[src/rtl/i2c_pad_filter_if.sv]
// I2C pad filter bus bundle.
// Groups the raw pad inputs, the filter CSR inputs and every conditioned
// output of i2c_pad_filter so the block can be bound with one port.
//   master : drives pads, filter threshold and glitch clear; observes outputs
//   slave  : the filter itself (consumes pads/CSRs, drives filtered outputs)
// There is no valid/ready handshake here: every output is a level or a
// single-cycle pulse in the clk_i domain, and inputs are sampled each cycle.
interface i2c_pad_filter_if #(
  parameter int FiltCntW   = 4,
  parameter int GlitchCntW = 16
);
  logic                  scl_pad_i;
  logic                  sda_pad_i;
  logic [FiltCntW-1:0]   filt_cycles_i;
  logic                  glitch_clr_i;
  logic                  scl_o;
  logic                  sda_o;
  logic                  scl_rise_o;
  logic                  scl_fall_o;
  logic                  sda_rise_o;
  logic                  sda_fall_o;
  logic                  start_det_o;
  logic                  stop_det_o;
  logic                  bus_busy_o;
  logic [GlitchCntW-1:0] glitch_cnt_o;

  modport master (
    output scl_pad_i, sda_pad_i, filt_cycles_i, glitch_clr_i,
    input  scl_o, sda_o, scl_rise_o, scl_fall_o, sda_rise_o, sda_fall_o,
           start_det_o, stop_det_o, bus_busy_o, glitch_cnt_o
  );

  modport slave (
    input  scl_pad_i, sda_pad_i, filt_cycles_i, glitch_clr_i,
    output scl_o, sda_o, scl_rise_o, scl_fall_o, sda_rise_o, sda_fall_o,
           start_det_o, stop_det_o, bus_busy_o, glitch_cnt_o
  );
endinterface

[src/rtl/i2c_pad_filter.sv]
// I2C pad input conditioning.
// Synchronises SCL/SDA into clk_i, rejects pulses shorter than
// filt_cycles_i+1 synced cycles, and derives edge/START/STOP pulses, a
// bus-busy flag and a saturating glitch counter from the filtered levels.
// Ports:
//   clk_i, rst_i : clock, asynchronous active-high reset
//   bus (slave)  : pads, filter threshold, glitch clear in; filtered levels,
//                  edge pulses, start/stop pulses, busy, glitch count out
// bus_busy_o is the bus-tracking FSM state (IDLE=0, BUSY=1).
module i2c_pad_filter #(
  parameter int SyncStages = 2,
  parameter int FiltCntW   = 4,
  parameter int GlitchCntW = 16
) (
  input  logic clk_i,
  input  logic rst_i,
  i2c_pad_filter_if.slave bus
);

  localparam int GW1 = GlitchCntW + 1;

  typedef enum logic {
    BUS_IDLE = 1'b0,
    BUS_BUSY = 1'b1
  } bus_state_e;

  // Index 0 is SCL, index 1 is SDA throughout.
  logic [1:0]                 pad;
  logic [1:0][SyncStages-1:0] sync_q;
  logic [1:0]                 s;
  logic [1:0]                 f_q, f_d;
  logic [1:0][FiltCntW-1:0]   c_q, c_d;
  logic [1:0]                 rise_q, rise_d;
  logic [1:0]                 fall_q, fall_d;
  logic [1:0]                 abort;
  logic [GlitchCntW-1:0]      gcnt_q, gcnt_d;
  logic [GW1-1:0]             gsum;
  logic                       start_det, stop_det;
  bus_state_e                 state_q, state_d;

  assign pad = {bus.sda_pad_i, bus.scl_pad_i};

  // Synchronisers reset to 1 so release of reset never looks like an edge.
  always_ff @(posedge clk_i or posedge rst_i) begin
    if (rst_i) begin
      sync_q <= '1;
    end else begin
      for (int i = 0; i < 2; i++) begin
        sync_q[i] <= {sync_q[i][SyncStages-2:0], pad[i]};
      end
    end
  end

  always_comb begin
    s = '0;
    for (int i = 0; i < 2; i++) begin
      s[i] = sync_q[i][SyncStages-1];
    end
  end

  // Filter: a new level is taken once the counter has reached the threshold
  // while still differing. Comparing with >= lets a lowered threshold apply
  // mid-count; the counter can never pass the threshold, so it cannot wrap.
  always_comb begin
    f_d    = f_q;
    c_d    = c_q;
    rise_d = '0;
    fall_d = '0;
    abort  = '0;
    for (int i = 0; i < 2; i++) begin
      if (s[i] == f_q[i]) begin
        c_d[i]   = '0;
        abort[i] = (c_q[i] != '0);
      end else if (c_q[i] >= bus.filt_cycles_i) begin
        f_d[i]    = s[i];
        c_d[i]    = '0;
        rise_d[i] = s[i];
        fall_d[i] = ~s[i];
      end else begin
        c_d[i] = c_q[i] + FiltCntW'(1);
      end
    end
  end

  // Glitch counter: widened sum so saturation is a single carry test.
  always_comb begin
    gsum = {1'b0, gcnt_q} + GW1'(abort[0]) + GW1'(abort[1]);
    if (bus.glitch_clr_i) begin
      gcnt_d = '0;
    end else if (gsum[GlitchCntW]) begin
      gcnt_d = '1;
    end else begin
      gcnt_d = gsum[GlitchCntW-1:0];
    end
  end

  always_ff @(posedge clk_i or posedge rst_i) begin
    if (rst_i) begin
      f_q    <= 2'b11;
      c_q    <= '0;
      rise_q <= '0;
      fall_q <= '0;
      gcnt_q <= '0;
    end else begin
      f_q    <= f_d;
      c_q    <= c_d;
      rise_q <= rise_d;
      fall_q <= fall_d;
      gcnt_q <= gcnt_d;
    end
  end

  // A simultaneous SCL edge makes the SDA edge ambiguous, so it is ignored.
  assign start_det = fall_q[1] & f_q[0] & ~rise_q[0] & ~fall_q[0];
  assign stop_det  = rise_q[1] & f_q[0] & ~rise_q[0] & ~fall_q[0];

  always_ff @(posedge clk_i or posedge rst_i) begin
    if (rst_i) begin
      state_q <= BUS_IDLE;
    end else begin
      state_q <= state_d;
    end
  end

  always_comb begin
    state_d = state_q;
    if (start_det) begin
      state_d = BUS_BUSY;
    end else if (stop_det) begin
      state_d = BUS_IDLE;
    end
  end

  assign bus.scl_o        = f_q[0];
  assign bus.sda_o        = f_q[1];
  assign bus.scl_rise_o   = rise_q[0];
  assign bus.scl_fall_o   = fall_q[0];
  assign bus.sda_rise_o   = rise_q[1];
  assign bus.sda_fall_o   = fall_q[1];
  assign bus.start_det_o  = start_det;
  assign bus.stop_det_o   = stop_det;
  assign bus.bus_busy_o   = (state_q == BUS_BUSY);
  assign bus.glitch_cnt_o = gcnt_q;

endmodule

[src/flat_wrapper.sv]
// flat-port wrapper written by rule: the top's interface ports become plain ports
module i2c_pad_filter_flat 
#(
  parameter int SyncStages = 2,
  parameter int FiltCntW   = 4,
  parameter int GlitchCntW = 16
)
  (clk_i, rst_i, bus_scl_pad_i, bus_sda_pad_i, bus_filt_cycles_i, bus_glitch_clr_i, bus_scl_o, bus_sda_o, bus_scl_rise_o, bus_scl_fall_o, bus_sda_rise_o, bus_sda_fall_o, bus_start_det_o, bus_stop_det_o, bus_bus_busy_o, bus_glitch_cnt_o);
  i2c_pad_filter_if #(.FiltCntW(FiltCntW), .GlitchCntW(GlitchCntW)) bus_i ();
  input  logic clk_i;
  input  logic rst_i;
  input wire logic [$bits(bus_i.scl_pad_i)-1:0] bus_scl_pad_i;
  input wire logic [$bits(bus_i.sda_pad_i)-1:0] bus_sda_pad_i;
  input wire logic [$bits(bus_i.filt_cycles_i)-1:0] bus_filt_cycles_i;
  input wire logic [$bits(bus_i.glitch_clr_i)-1:0] bus_glitch_clr_i;
  output wire logic [$bits(bus_i.scl_o)-1:0] bus_scl_o;
  output wire logic [$bits(bus_i.sda_o)-1:0] bus_sda_o;
  output wire logic [$bits(bus_i.scl_rise_o)-1:0] bus_scl_rise_o;
  output wire logic [$bits(bus_i.scl_fall_o)-1:0] bus_scl_fall_o;
  output wire logic [$bits(bus_i.sda_rise_o)-1:0] bus_sda_rise_o;
  output wire logic [$bits(bus_i.sda_fall_o)-1:0] bus_sda_fall_o;
  output wire logic [$bits(bus_i.start_det_o)-1:0] bus_start_det_o;
  output wire logic [$bits(bus_i.stop_det_o)-1:0] bus_stop_det_o;
  output wire logic [$bits(bus_i.bus_busy_o)-1:0] bus_bus_busy_o;
  output wire logic [$bits(bus_i.glitch_cnt_o)-1:0] bus_glitch_cnt_o;
  assign bus_i.scl_pad_i = bus_scl_pad_i;
  assign bus_i.sda_pad_i = bus_sda_pad_i;
  assign bus_i.filt_cycles_i = bus_filt_cycles_i;
  assign bus_i.glitch_clr_i = bus_glitch_clr_i;
  assign bus_scl_o = bus_i.scl_o;
  assign bus_sda_o = bus_i.sda_o;
  assign bus_scl_rise_o = bus_i.scl_rise_o;
  assign bus_scl_fall_o = bus_i.scl_fall_o;
  assign bus_sda_rise_o = bus_i.sda_rise_o;
  assign bus_sda_fall_o = bus_i.sda_fall_o;
  assign bus_start_det_o = bus_i.start_det_o;
  assign bus_stop_det_o = bus_i.stop_det_o;
  assign bus_bus_busy_o = bus_i.bus_busy_o;
  assign bus_glitch_cnt_o = bus_i.glitch_cnt_o;
  i2c_pad_filter #(.SyncStages(SyncStages), .FiltCntW(FiltCntW), .GlitchCntW(GlitchCntW)) u_core (.clk_i(clk_i), .rst_i(rst_i), .bus(bus_i));
endmodule
[config.mk]
export PLATFORM = sky130hd
export DESIGN_NAME = i2c_pad_filter_flat
export DESIGN_NICKNAME = d
export VERILOG_FILES = /design/src/rtl/i2c_pad_filter_if.sv /design/src/rtl/i2c_pad_filter.sv /design/src/flat_wrapper.sv
export SDC_FILE = /design/constraint.sdc
export NUM_CORES = 1
export LEC_CHECK = 0
export BUFFER_PORTS_ARGS = -buffer_cell sky130_fd_sc_hd__buf_4
export CAP_MARGIN = 5
export CORE_ASPECT_RATIO = 0.7
export CORE_MARGIN = 8
export CORE_UTILIZATION = 50
export DETAILED_ROUTE_END_ITERATION = 10
export HOLD_SLACK_MARGIN = 0.05
export PLACE_DENSITY = 0.73
export SYNTH_ARGS = -nofsm -noshare
export SYNTH_HDL_FRONTEND = slang
export SYNTH_SLANG_ARGS = --single-unit
[constraint.sdc]
create_clock -name clk_i -period 5.2 [get_ports clk_i]
set_input_delay 0.26 -clock clk_i [delete_from_list [all_inputs] [get_ports clk_i]]
set_output_delay 0.26 -clock clk_i [all_outputs]
set_load 0.05 [all_outputs]
==> results.md <==
Status:
- The flow ran to the end, and the final reports show no timing, DRC or antenna violations.

Die:
- The die extent in y is 66.0 um.
- The effective utilization at floorplan is 0.516.
- The die area is 5780 um2.
- The core region is 3470 um2.
- Row generation in the floorplan step produced 18 rows.
- The die is 87.5 um wide.
- Pin placement for this block handled 34 I/O pins.

Power and ir drop:
- Summed over all nets, the switching power comes to 322 uW.
- Of the total power, combinational logic draws 0.351.
- Of the total power, the clock network draws 0.221.
- Power spread over the standard cell area amounts to 387 nW/um2.
- The internal power summed over all cells is 524 uW.
- The worst-case IR drop observed on VDD is 188 uV.
- Of the total power, the share spent switching nets is 0.381.
- The leakage power total is 1.05 nW.
- The relative contribution of sequential cells to total power is 0.429.

STA:
- Setup violations remaining at the end of the flow were counted as 0.
- Setup slack closes at 2.12 ns.
- Clock skew on the completed layout was measured at 0.00405 ns.
- The minimum period implied by the final worst setup slack is 3.08 ns.
- Setup repair after global routing left no endpoint under its margin.
- The highest clock frequency the design can meet is 0.325 GHz.
- In this run the tightest slew margin relative to its limit is 0.641.
- The count of endpoints failing hold in the final timing report is 0.
- At the pin with the least slew margin, the transition time is 0.537 ns.
- The period utilization is 0.592.
- The max-slew violation total from the final report is 0.
- The setup TNS after final layout is 0 ns.

Clocking:
- The clock network latency to the later pin of the worst-skew pair is 0.28 ns.
- The CTS tree is yes.
- The clock-pin slew on the worst setup and hold paths is 0.07 ns.
- The tree is rooted in a clkbuf_8.
- The number of clock sinks is 35.
- The number of buffers on the longest clock path is 2.
- The post-CTS setup buffer count is 0.
- The H-tree depth is 2.
- Buffers inserted during clock tree synthesis total 5.

Worst setup path:
- The arrival time at the worst endpoint is 3.27 ns.
- The slowest stage cell on the critical path is nand4_1.
- On the worst path, the slowest cell contributes a delay of 0.50 ns.
- The number of cells on the critical path is 10.
- STA classifies the critical path endpoint as a flop.
- The critical path goes through inv_1 > ha_1 > a21o_1 > fa_1 > inv_1 > ha_1 > nand4_1 > nor4_2 > nand4_1 > a31oi_1.
- The buffer and inverter count on the worst path is 2.
- STA puts the critical path data required time at 5.39 ns.
- For the worst flop-to-flop path, the logic depth is 10.
- The worst setup path category is flop to flop.
- The launching element type of the critical path is a flop.
- In this run the worst path has a maximum fanout of 13.
- Among cell families on the critical path, the largest total delay comes from simple AND/OR/NAND/NOR gates.

Yosys:
- The fraction of registers with async set or reset after synthesis is 1.00.
- Counting distinct cell types in the post-synthesis netlist gives 40.
- The synthesized area divided by synthesized cell count is 10.7 um2.
- The gate count of the mapped netlist is 167.
- After synthesis the netlist holds a flip-flop and latch count of 35.
- The net count after synthesis is 190.
- In this run, synthesis inferred 0 flip-flops with an integrated enable.
- During synthesis, Yosys emitted a total of 0 warnings.
- Among all flip-flop cells after synthesis, the most frequent one is dfrtp_1.
- Of the synthesized area, sequential elements account for 0.494.
- Summing every instance area after synthesis gives 1790 um2.

Placement:
- The total cell area at the placement stage is 2090 um2.
- Detailed placement finished with a half-perimeter wire length of 3080 um.
- Timing analysis after detailed placement gives a worst setup slack of 2.18 ns.
- The congestion estimate from routability-driven global placement came to 0.860.
- After detailed placement, the design holds a cell count of 248.
- The number of port buffers is 33.

Worst hold path:
- The cell depth of the worst min-delay path is 1.
- The min-delay analysis places its worst path in the category input pin to flop.

Final layout:
- The final layout contains 229 nets.
- Once layout is complete, the utilization of the core stands at 0.630.
- For this run, the number of standard cells in the final layout without fillers is 257.
- In the final layout, the share of cells above drive strength 1 is 0.256.
- The count of antenna diodes in the layout is 0.
- The area growth from synthesis to layout is 22.2%.
- The finished cells cover 2180 um2.

Route:
- The number of DRC markers after the initial detailed-route iteration is 96.
- The post-detailed-route via-to-cell ratio is 5.46.
- The final wirelength is 4100 um.
- The wire length per cell after detailed routing is 15.9 um.
- The pre-antenna-repair detailed-routing pass consisted of 4 iterations.
- The number of nets still failing antenna checks after routing is 0.
- The number of DRC violations after detailed routing is 0.
- The total vias in the final route is 1404.

Global route:
- The first global-routing pass estimated 6740 um of wire.
- For this run, the total global-route usage over all layers was measured as 0.153.
- The via count of the first global-routing pass came to 1418.
- Entering global routing, the biggest net connects 35 pins.
- The remaining global-route overflow is 0.
- The initial antenna violation count is 0.

Flow run:
- The number of max-cap violations is 0.
## layer usage
metal	routed length (um)	share of wire	vias up	GRT usage
met5	0	0	-	0
li1	-	-	664	-
met2	1930	0.47	46	0.239
met3	279	0.068	7	0.0496
met1	1830	0.45	687	0.187
met4	55	0.013	0	0.0746
## power by group through the flow
stage	Sequential (mW)	Clock, mW	Combinational (mW)
floorplan	0.436	0	0.138
global placement	0.364	0	0.287
detailed placement	0.367	0	0.296
CTS	0.362	0.191	0.299
global route	0.369	0.204	0.326
finish	0.362	0.186	0.296
## cell usage in the layout (no fill, tap or decap), types with 2 or more instances in the layout
| cell type | instances |
|---|---|
| xnor2_1 | 4 |
| nand2b_1 | 2 |
| and4_1 | 2 |
| ha_1 | 13 |
| nand3_1 | 4 |
| and3b_1 | 4 |
| dfrtp_1 | 29 |
| o211ai_1 | 2 |
| nand4_1 | 8 |
| mux2_2 | 2 |
| clkbuf_8 | 5 |
| nor2_1 | 12 |
| nor4bb_1 | 2 |
| xor2_1 | 10 |
| a21o_1 | 2 |
| buf_4 | 34 |
| clkbuf_1 | 2 |
| o21ai_0 | 3 |
| a21oi_1 | 17 |
| inv_1 | 14 |
| and4b_1 | 2 |
| dfstp_2 | 6 |
| a31oi_1 | 3 |
| nand2_1 | 7 |
## cells in the mapped netlist, types with 2 or more instances
cell / number / share of area
dfrtp_1: 29 / 0.41
a21oi_1: 17 / 0.048
inv_1: 14 / 0.029
ha_1: 13 / 0.091
nor2_1: 12 / 0.025
xor2_1: 10 / 0.049
nand4_1: 8 / 0.028
nand2_1: 7 / 0.015
dfstp_2: 6 / 0.088
and3b_1: 4 / 0.020
nand3_1: 4 / 0.011
xnor2_1: 4 / 0.020
a31oi_1: 3 / 0.010
o21ai_0: 3 / 0.0084
a21o_1: 2 / 0.0084
and4_1: 2 / 0.0098
and4b_1: 2 / 0.011
mux2_2: 2 / 0.013
nand2b_1: 2 / 0.0070
nor4bb_1: 2 / 0.011
o211ai_1: 2 / 0.0084
## final cells by class
class / count / area, um2
clock buffers: 7 / 76.3
well taps: 50 / 62.6
flip-flops and latches: 35 / 883
repair buffers: 35 / 265
multi-input cells: 115 / 840
clock inverters: 1 / 5.00
inverters: 14 / 52.6
fillers: 302 / 1280
## repair_timing
item                      4_1_cts  5_1_grt
hold buffers                    1        0
hold endpoints to repair        1        0
gates resized for setup         0        0
## cell families after synthesis
logic type                 Yosys count  synth area share
muxes                                3            0.0182
AOI/OAI and AO/OA                   31             0.101
xor gates and xnor gates            14            0.0686
buffers and inverters               17            0.0364
adders and majority gates           14             0.102
DFF                                 35             0.494
and+or+nand+nor                     53             0.180
## sequential cells by signal, summed over array words and instances, names as in the netlist
register                 count
u_core.s                     2
u_core.f_q                   2
u_core.c_q                   8
u_core.bus.bus_busy_o        1
u_core.bus.glitch_cnt_o     16
u_core.fall_q                2
u_core.sync_q                2
u_core.rise_q                2
## final timing paths
| path | startpoint | to | slack (ns) |
|---|---|---|---|
| setup reg to reg | u_core.c_q[4] | u_core.bus.glitch_cnt_o[13] | 2.12 |
| setup / recovery | u_core.c_q[4] | u_core.bus.glitch_cnt_o[13] | 2.12 |
| max in group asynchronous | rst_i | u_core.f_q[0] | 4.20 |
| min in group asynchronous | rst_i | u_core.sync_q[2] | 0.54 |
| hold reg to reg | u_core.sync_q[0] | u_core.s[0] | 0.36 |
| hold / removal | bus_scl_pad_i | u_core.sync_q[0] | 0.08 |
## through the flow
step	hold slack [ns]	power, mW
2_1_floorplan	0.264	0.574
3_3_place_gp	0.282	0.651
3_5_place_dp	0.287	0.663
4_1_cts	0.0738	0.853
5_1_grt	0.0660	0.899
6_report	0.0771	0.845
## worst reg2reg max path, stage by stage, from the launching register on
cell and delay (ns):
dfrtp_1 0.40, inv_1 0.08, ha_1 0.20, a21o_1 0.17, fa_1 0.42, inv_1 0.09
ha_1 0.24, nand4_1 0.19, nor4_2 0.35, nand4_1 0.50, a31oi_1 0.34
No activity file was read; power rests on OpenSTA's default activity.
